$ cat src/rtl/writeback_unit.sv
// Writeback arbiter: integer results > buffered loads > direct load, one RF write per cycle.
// Optional stall counter output o_stall_cnt enabled by defining WB_STALL_COUNT_EN.
module writeback_unit #(
  parameter int unsigned XLEN           = 32,
  parameter int unsigned MEM_FIFO_DEPTH = 2
) (
  input  logic            clk,
  input  logic            rst,
  input  logic            i_int_valid,
  input  logic [XLEN-1:0] i_int_res,
  input  logic [4:0]      i_int_waddr,
  input  logic            i_mem_valid,
  output logic            o_mem_ready,
  input  logic [XLEN-1:0] i_mem_res,
  input  logic [4:0]      i_mem_waddr,
  output logic            o_rf_we,
  output logic [4:0]      o_rf_waddr,
  output logic [XLEN-1:0] o_rf_wdata,
  output logic            o_idle
`ifdef WB_STALL_COUNT_EN
  ,
  output logic [31:0]     o_stall_cnt
`endif
);

  localparam int unsigned PW = $clog2(MEM_FIFO_DEPTH);
  localparam int unsigned CW = PW + 1;
  localparam logic [CW-1:0] FULL = CW'(MEM_FIFO_DEPTH);

  logic [XLEN-1:0] fifo_data_q [MEM_FIFO_DEPTH];
  logic [4:0]      fifo_addr_q [MEM_FIFO_DEPTH];
  logic [PW-1:0]   rd_ptr_q, rd_ptr_d;
  logic [PW-1:0]   wr_ptr_q, wr_ptr_d;
  logic [CW-1:0]   count_q, count_d;
  logic            ready_q, ready_d;
  logic            we_q, we_d;
  logic [4:0]      waddr_q, waddr_d;
  logic [XLEN-1:0] wdata_q, wdata_d;

  logic fifo_empty, accept, sel_head, sel_direct, push, pop;

  always_comb begin
    fifo_empty = (count_q == '0);
    accept     = i_mem_valid && ready_q;
    sel_head   = !i_int_valid && !fifo_empty;
    // A direct write is only allowed when nothing is buffered, so loads never reorder.
    sel_direct = !i_int_valid && fifo_empty && accept;
    push       = accept && !sel_direct;
    pop        = sel_head;

    rd_ptr_d = pop  ? rd_ptr_q + PW'(1) : rd_ptr_q;
    wr_ptr_d = push ? wr_ptr_q + PW'(1) : wr_ptr_q;
    count_d  = count_q;
    if (push && !pop)      count_d = count_q + CW'(1);
    else if (pop && !push) count_d = count_q - CW'(1);
    ready_d = (count_d != FULL);

    we_d    = 1'b0;
    waddr_d = waddr_q;
    wdata_d = wdata_q;
    if (i_int_valid) begin
      waddr_d = i_int_waddr;
      wdata_d = i_int_res;
      we_d    = (i_int_waddr != 5'd0);
    end else if (sel_head) begin
      waddr_d = fifo_addr_q[rd_ptr_q];
      wdata_d = fifo_data_q[rd_ptr_q];
      we_d    = (fifo_addr_q[rd_ptr_q] != 5'd0);
    end else if (sel_direct) begin
      waddr_d = i_mem_waddr;
      wdata_d = i_mem_res;
      we_d    = (i_mem_waddr != 5'd0);
    end
  end

  always_ff @(posedge clk or posedge rst) begin
    if (rst) begin
      rd_ptr_q <= '0;
      wr_ptr_q <= '0;
      count_q  <= '0;
      ready_q  <= 1'b0;
      we_q     <= 1'b0;
      waddr_q  <= '0;
      wdata_q  <= '0;
    end else begin
      rd_ptr_q <= rd_ptr_d;
      wr_ptr_q <= wr_ptr_d;
      count_q  <= count_d;
      ready_q  <= ready_d;
      we_q     <= we_d;
      waddr_q  <= waddr_d;
      wdata_q  <= wdata_d;
    end
  end

  always_ff @(posedge clk) begin
    if (push) begin
      fifo_data_q[wr_ptr_q] <= i_mem_res;
      fifo_addr_q[wr_ptr_q] <= i_mem_waddr;
    end
  end

  assign o_mem_ready = ready_q;
  assign o_rf_we     = we_q;
  assign o_rf_waddr  = waddr_q;
  assign o_rf_wdata  = wdata_q;
  assign o_idle      = fifo_empty && !we_q;

`ifdef WB_STALL_COUNT_EN
  logic [31:0] stall_cnt_q;

  always_ff @(posedge clk or posedge rst) begin
    if (rst) begin
      stall_cnt_q <= '0;
    end else if (!fifo_empty && i_int_valid && (stall_cnt_q != '1)) begin
      stall_cnt_q <= stall_cnt_q + 32'd1;
    end
  end

  assign o_stall_cnt = stall_cnt_q;
`endif

endmodule
$ cat config.mk
export PLATFORM = sky130hd
export DESIGN_NAME = writeback_unit
export DESIGN_NICKNAME = d
export VERILOG_FILES = /design/src/rtl/writeback_unit.sv
export SDC_FILE = /design/constraint.sdc
export NUM_CORES = 1
export LEC_CHECK = 0
export CORE_ASPECT_RATIO = 1.75
export CORE_MARGIN = 5
export CORE_UTILIZATION = 54
export CTS_CLUSTER_DIAMETER = 80
export DETAILED_ROUTE_END_ITERATION = 12
export HOLD_SLACK_MARGIN = 0.03
export PLACE_DENSITY_LB_ADDON = 0.12
export SYNTH_ARGS = -nofsm -noshare
export SYNTH_HDL_FRONTEND = slang
export SYNTH_SLANG_ARGS = --single-unit
$ cat constraint.sdc
create_clock -name clk -period 11.35 [get_ports clk]
set_clock_uncertainty 0.15 [all_clocks]
set_input_delay 2.27 -clock clk [delete_from_list [all_inputs] [get_ports clk]]
set_output_delay 2.27 -clock clk [all_outputs]
set_load 0.01 [all_outputs]
After elaboration in Yosys (flattened, before gate mapping)
Memory sizes are Yosys's and may differ from the RTL's.
Cells that the tools add are included.
Word-level totals
  register bits after elaboration: 43
  logic and storage cells: 46
  RAM bits: 74
  output and inout bits: 40
  memories kept: 2
  bits of input ports: 78
Operators by class
  reductions and logical operators: 19
  add/sub/neg operators: 4
  eq/ne operators: 1
  mux-type cells: 13
Memory list
  fifo_data_q: words 2, width 32, rd ports 1, clocked after Yosys merged registers in 0, wr ports 1, line 30  | logic [XLEN-1:0] fifo_data_q [MEM_FIFO_DEPTH];
  fifo_addr_q: words 2, width 5, rd ports 1, clocked after Yosys merged registers in 0, wr ports 1, line 31  | logic [4:0] fifo_addr_q [MEM_FIFO_DEPTH];
Operator list (count)
  32-bit 2-to-1 mux: 3
  5-bit 2-to-1 mux: 3
  5-bit nonzero test: 3
  1-bit logical AND: 8
  1-bit logical NOT: 6
  1-bit 2-to-1 mux: 5
  2-bit 2-to-1 mux: 2
  3-bit nonzero test: 1
  1-bit adder, second input constant: 2
  2-bit by 1-bit adder with 2-bit output, second input constant: 1
  2-bit logical NOT: 1
  2-bit inequality test, second input constant: 1
  2-bit by 1-bit subtractor with 2-bit output, second input constant: 1

Longest topological paths before layout
  depth after elaboration: 10
  mapped depth: 7
  mapped depth without buffers: 5

Worst setup path after synthesis
OpenSTA, ideal clock, no wires.
  kind: input to register
  start: input port i_int_valid
  end: memory fifo_addr_q[1][0], enable pin
  cell stages on the path: 2
  setup slack: 5492 ps
  required time: 10715 ps
  buffers on the path: 0
  setup time: 485 ps
  arrival time: 5223 ps
  path through: and2b_4 nor3b_1
On the way
  longest elaborated chain between the ends: 7
RTL lines
  start: declaration: line 9  | input logic i_int_valid,
  1-bit logical NOT: line 47  | sel_direct = !i_int_valid && fifo_empty && accept;
  1-bit logical AND (2 in a row): line 47
  1-bit logical NOT: line 48  | push = accept && !sel_direct;
  1-bit logical AND: line 48
  1-bit 2-to-1 mux: line 97  | if (push) begin
  1-bit 2-to-1 mux (implied by the code): line 99  | fifo_addr_q[wr_ptr_q] <= i_mem_waddr;
  end: declaration: line 31
No other way between the ends.

Worst setup path in the final report
  start: input port i_mem_valid
  end: register wdata_q[26] (netlist: o_rf_wdata[26])
On the way
  longest elaborated chain between the ends: 3
RTL lines
  start: declaration: line 12  | input logic i_mem_valid,
  1-bit logical AND: line 44  | accept = i_mem_valid && ready_q;
  1-bit logical AND: line 47
  3-bit nonzero test (no line)
  end signal: assignment: line 92  | wdata_q <= wdata_d;
  end: declaration: line 38  | logic [XLEN-1:0] wdata_q, wdata_d;
No other way between the ends.
A chain may end at the register's enable or synchronous reset.

==> results.toml <==
[sta]
min_period_ps = 4310
relSlewSlack_pct = 25.4
finalMaxSlewViolations = 0
setup-violations-final = 0
fin_crit_sh_pct = 38.0
fmax_mhz = 232
rsz0062_at_grt = "no"
hold_violations = 0
tightest_slew_ps = 1120
fin_setup_tns_ps = 0

[yosys]
muxShareOfSynthArea_pct = 9.56
synth.area.top_cells = "edfxtp_1 (42%), dfrtp_1 (21%), a2bb2oi_2 (5.7%)"
synth_edf_count = 74
synth-seq-area-share_pct = 62.9
synthAdderAreaFrac_pct = 0.238
synth_seq_cells = 117
synthSimpleGateAreaFrac_pct = 5.27
synth_cells = 327
synth_xor_area_share_pct = 0.334
synth_top_cell_by_area = "edfxtp_1"
syn_area_per_cell_um2 = 16.0
async_reset_ff_share_pct = 36.8
synth_flop_cell = "edfxtp_1"
ys_warn_count = 0
post-synth-top-area-fraction_pct = 42.3
yosysUniqueCellTypes = 40
synth_most_common_cell = "edfxtp_1"
synth_area_um2 = 5250
synthTopCellsByCount = "edfxtp_1 (74), dfrtp_1 (43), nand2_1 (38)"
synth_compound_area_share_pct = 18.6
syn_nets = 406
synth_top_family_by_area = "compound AO/OA/AOI/OAI gates"

[pwr]
leakage_uw = 0.00257
peakVddDrop_mv = 0.159
power.density_nw_per_um2 = 248

[routing]
via_per_inst = 5.81
ant_nets = 0
vias = 3359
drt_wl_total_um = 12100
wl_per_cell_um = 21.0
drc = 0
dr.pass1.iters = 5
drtIter0Drc = 150

[die]
fp.dieArea_um2 = 11900
die_h_um = 140
core_area_um2 = 9470
initial_core_util_pct = 55.4
placementRows = 47
die_w_um = 84.5
ios = 118

[placed_design]
place_inst = 546
placed_area_um2 = 6450
gp_congestion = 0.793
numPortBuffers = 117
hpwl_um = 7360

[clock_network]
cts_buffers = 17
clock_sinks = 117
clock_latency_ps = 410
cts_hold_buf = 0
clk_transition_reported_paths_ps = 50
cts_tree = "built"
cts_max_path_buffers = 2
cts_setup_buffers = 0
cts_root_buf = "clkbuf_16"
cts_resized = 0
cts-htree-levels = 4

[worst_hold_path]
hold_start = "o_rf_wdata[18]"
holdPathStages = 1
hold_path.class = "register to register"

[layout]
nets = 522
drive_above_1_share_pct = 27.2
syn_to_final_growth_pct = 34.8
final_cell_area_um2 = 7080
fin_cells = 578
nFillCells = 608
antennaDiodeCount = 0

[critical_path]
cp_max_fo = 37
critPathRequiredTime_ps = 11480
r2r_cells = 6
path_class = "input port to register"
endpoint_kind = "register"
crit_arrival_ps = 4440
r2r_start = "count_q[0]"
worst_setup_path_start_kind = "input port"
cp-startpoint = "i_mem_valid"

[global_routing]
grt_max_degree = 48
grt_pass1_vias = 3863
grt_antenna_before_repair = 0
grt_pass1_wl_um = 19800
grt-ovfl-total = 0
grt_util_all_layers_pct = 21.6

[job]
maxCapViolations = 0

[status]
status = "finished clean"
cell type report:
class | count | area (um^2) | share of cell area (%)
Clock inverter | 13 | 181 | 2.56
Sequential cell | 117 | 3300 | 46.6
Timing Repair Buffer | 120 | 1190 | 16.8
Multi-Input combinational cell | 183 | 1800 | 25.4
Tap cell | 122 | 153 | 2.16
Inverter | 4 | 15.0 | 0.212
Clock buffer | 19 | 443 | 6.26
state kept, by name, indices dropped and copies added (netlist names), 2 cells and up:
| name | flops |
|---|---|
| o_rf_wdata | 32 |
| fifo_data_q | 64 |
| fifo_addr_q | 10 |
| o_rf_waddr | 5 |
| count_q | 2 |
path summary, 6_finish.rpt:
| path | to | slack (ps) |
|---|---|---|
| min | o_rf_wdata[18] | 370 |
| min in group asynchronous | o_rf_wdata[13] | 2280 |
| max | o_rf_wdata[26] | 7040 |
| max reg2reg | o_rf_wdata[26] | 8160 |
| max in group asynchronous | rd_ptr_q | 8080 |
| min reg2reg | o_rf_wdata[18] | 370 |
per-layer routing:
| metal | GRT usage [%] | share of wire, % | vias up |
|---|---|---|---|
| li1 | - | - | 1541 |
| met1 | 22.7 | 37 | 1705 |
| met2 | 39.7 | 57 | 100 |
| met3 | 7.11 | 5.5 | 13 |
| met4 | 7.34 | 1.1 | 0 |
| met5 | 0 | 0 | - |
layout by cell type, fill, tap and decap left out, types with 2 or more instances in the layout:
master	Yosys	routed
edfxtp_1	74	74
o221ai_1	17	17
nor2b_1	2	2
nand2_1	38	38
inv_2	1	2
xnor2_1	2	2
mux2_4	20	20
inv_1	3	2
clkinv_2	0	3
nand3_1	2	2
o221ai_2	20	20
a211oi_1	2	2
mux2_2	17	17
clkinvlp_4	0	5
clkbuf_16	0	17
a2bb2oi_1	17	17
a2bb2oi_2	20	20
clkdlybuf4s50_1	0	116
or4_1	3	3
buf_4	2	3
nor3_1	3	2
dfrtp_1	43	42
o21ai_0	3	3
bufinv_16	0	4
worst max-delay path, cell delays in order:
cell	delay (ps)
clkdlybuf4s50_1	580
nand3_2	850
o221ai_1	610
a2bb2oi_1	120
through the flow:
stage / hold WS, ps / setup slack [ps] / total power, uW / utilization (%)
2_1_floorplan: 343 / 5490 / 1020 / -
3_3_place_gp: 354 / 6620 / 1190 / 68.1
3_5_place_dp: 361 / 6590 / 1200 / 68.1
4_1_cts: 372 / 7030 / 1770 / 74.7
5_1_grt: 390 / 6930 / 1830 / 74.7
6_report: 370 / 7040 / 1750 / 74.7
power by group:
group          internal [uW]  total, uW  switching [uW]
combinational            309        534             226
sequential               571        658            87.0
clock                    372        559             188
cell families after synthesis:
kind of cell,count (synthesis)
compound gates,85
buf+inv,27
fa+ha+maj,1
simple gates,57
flops,117
xor+xnor,2
mux,38
Note: power is estimated with default switching activity, not from simulation.
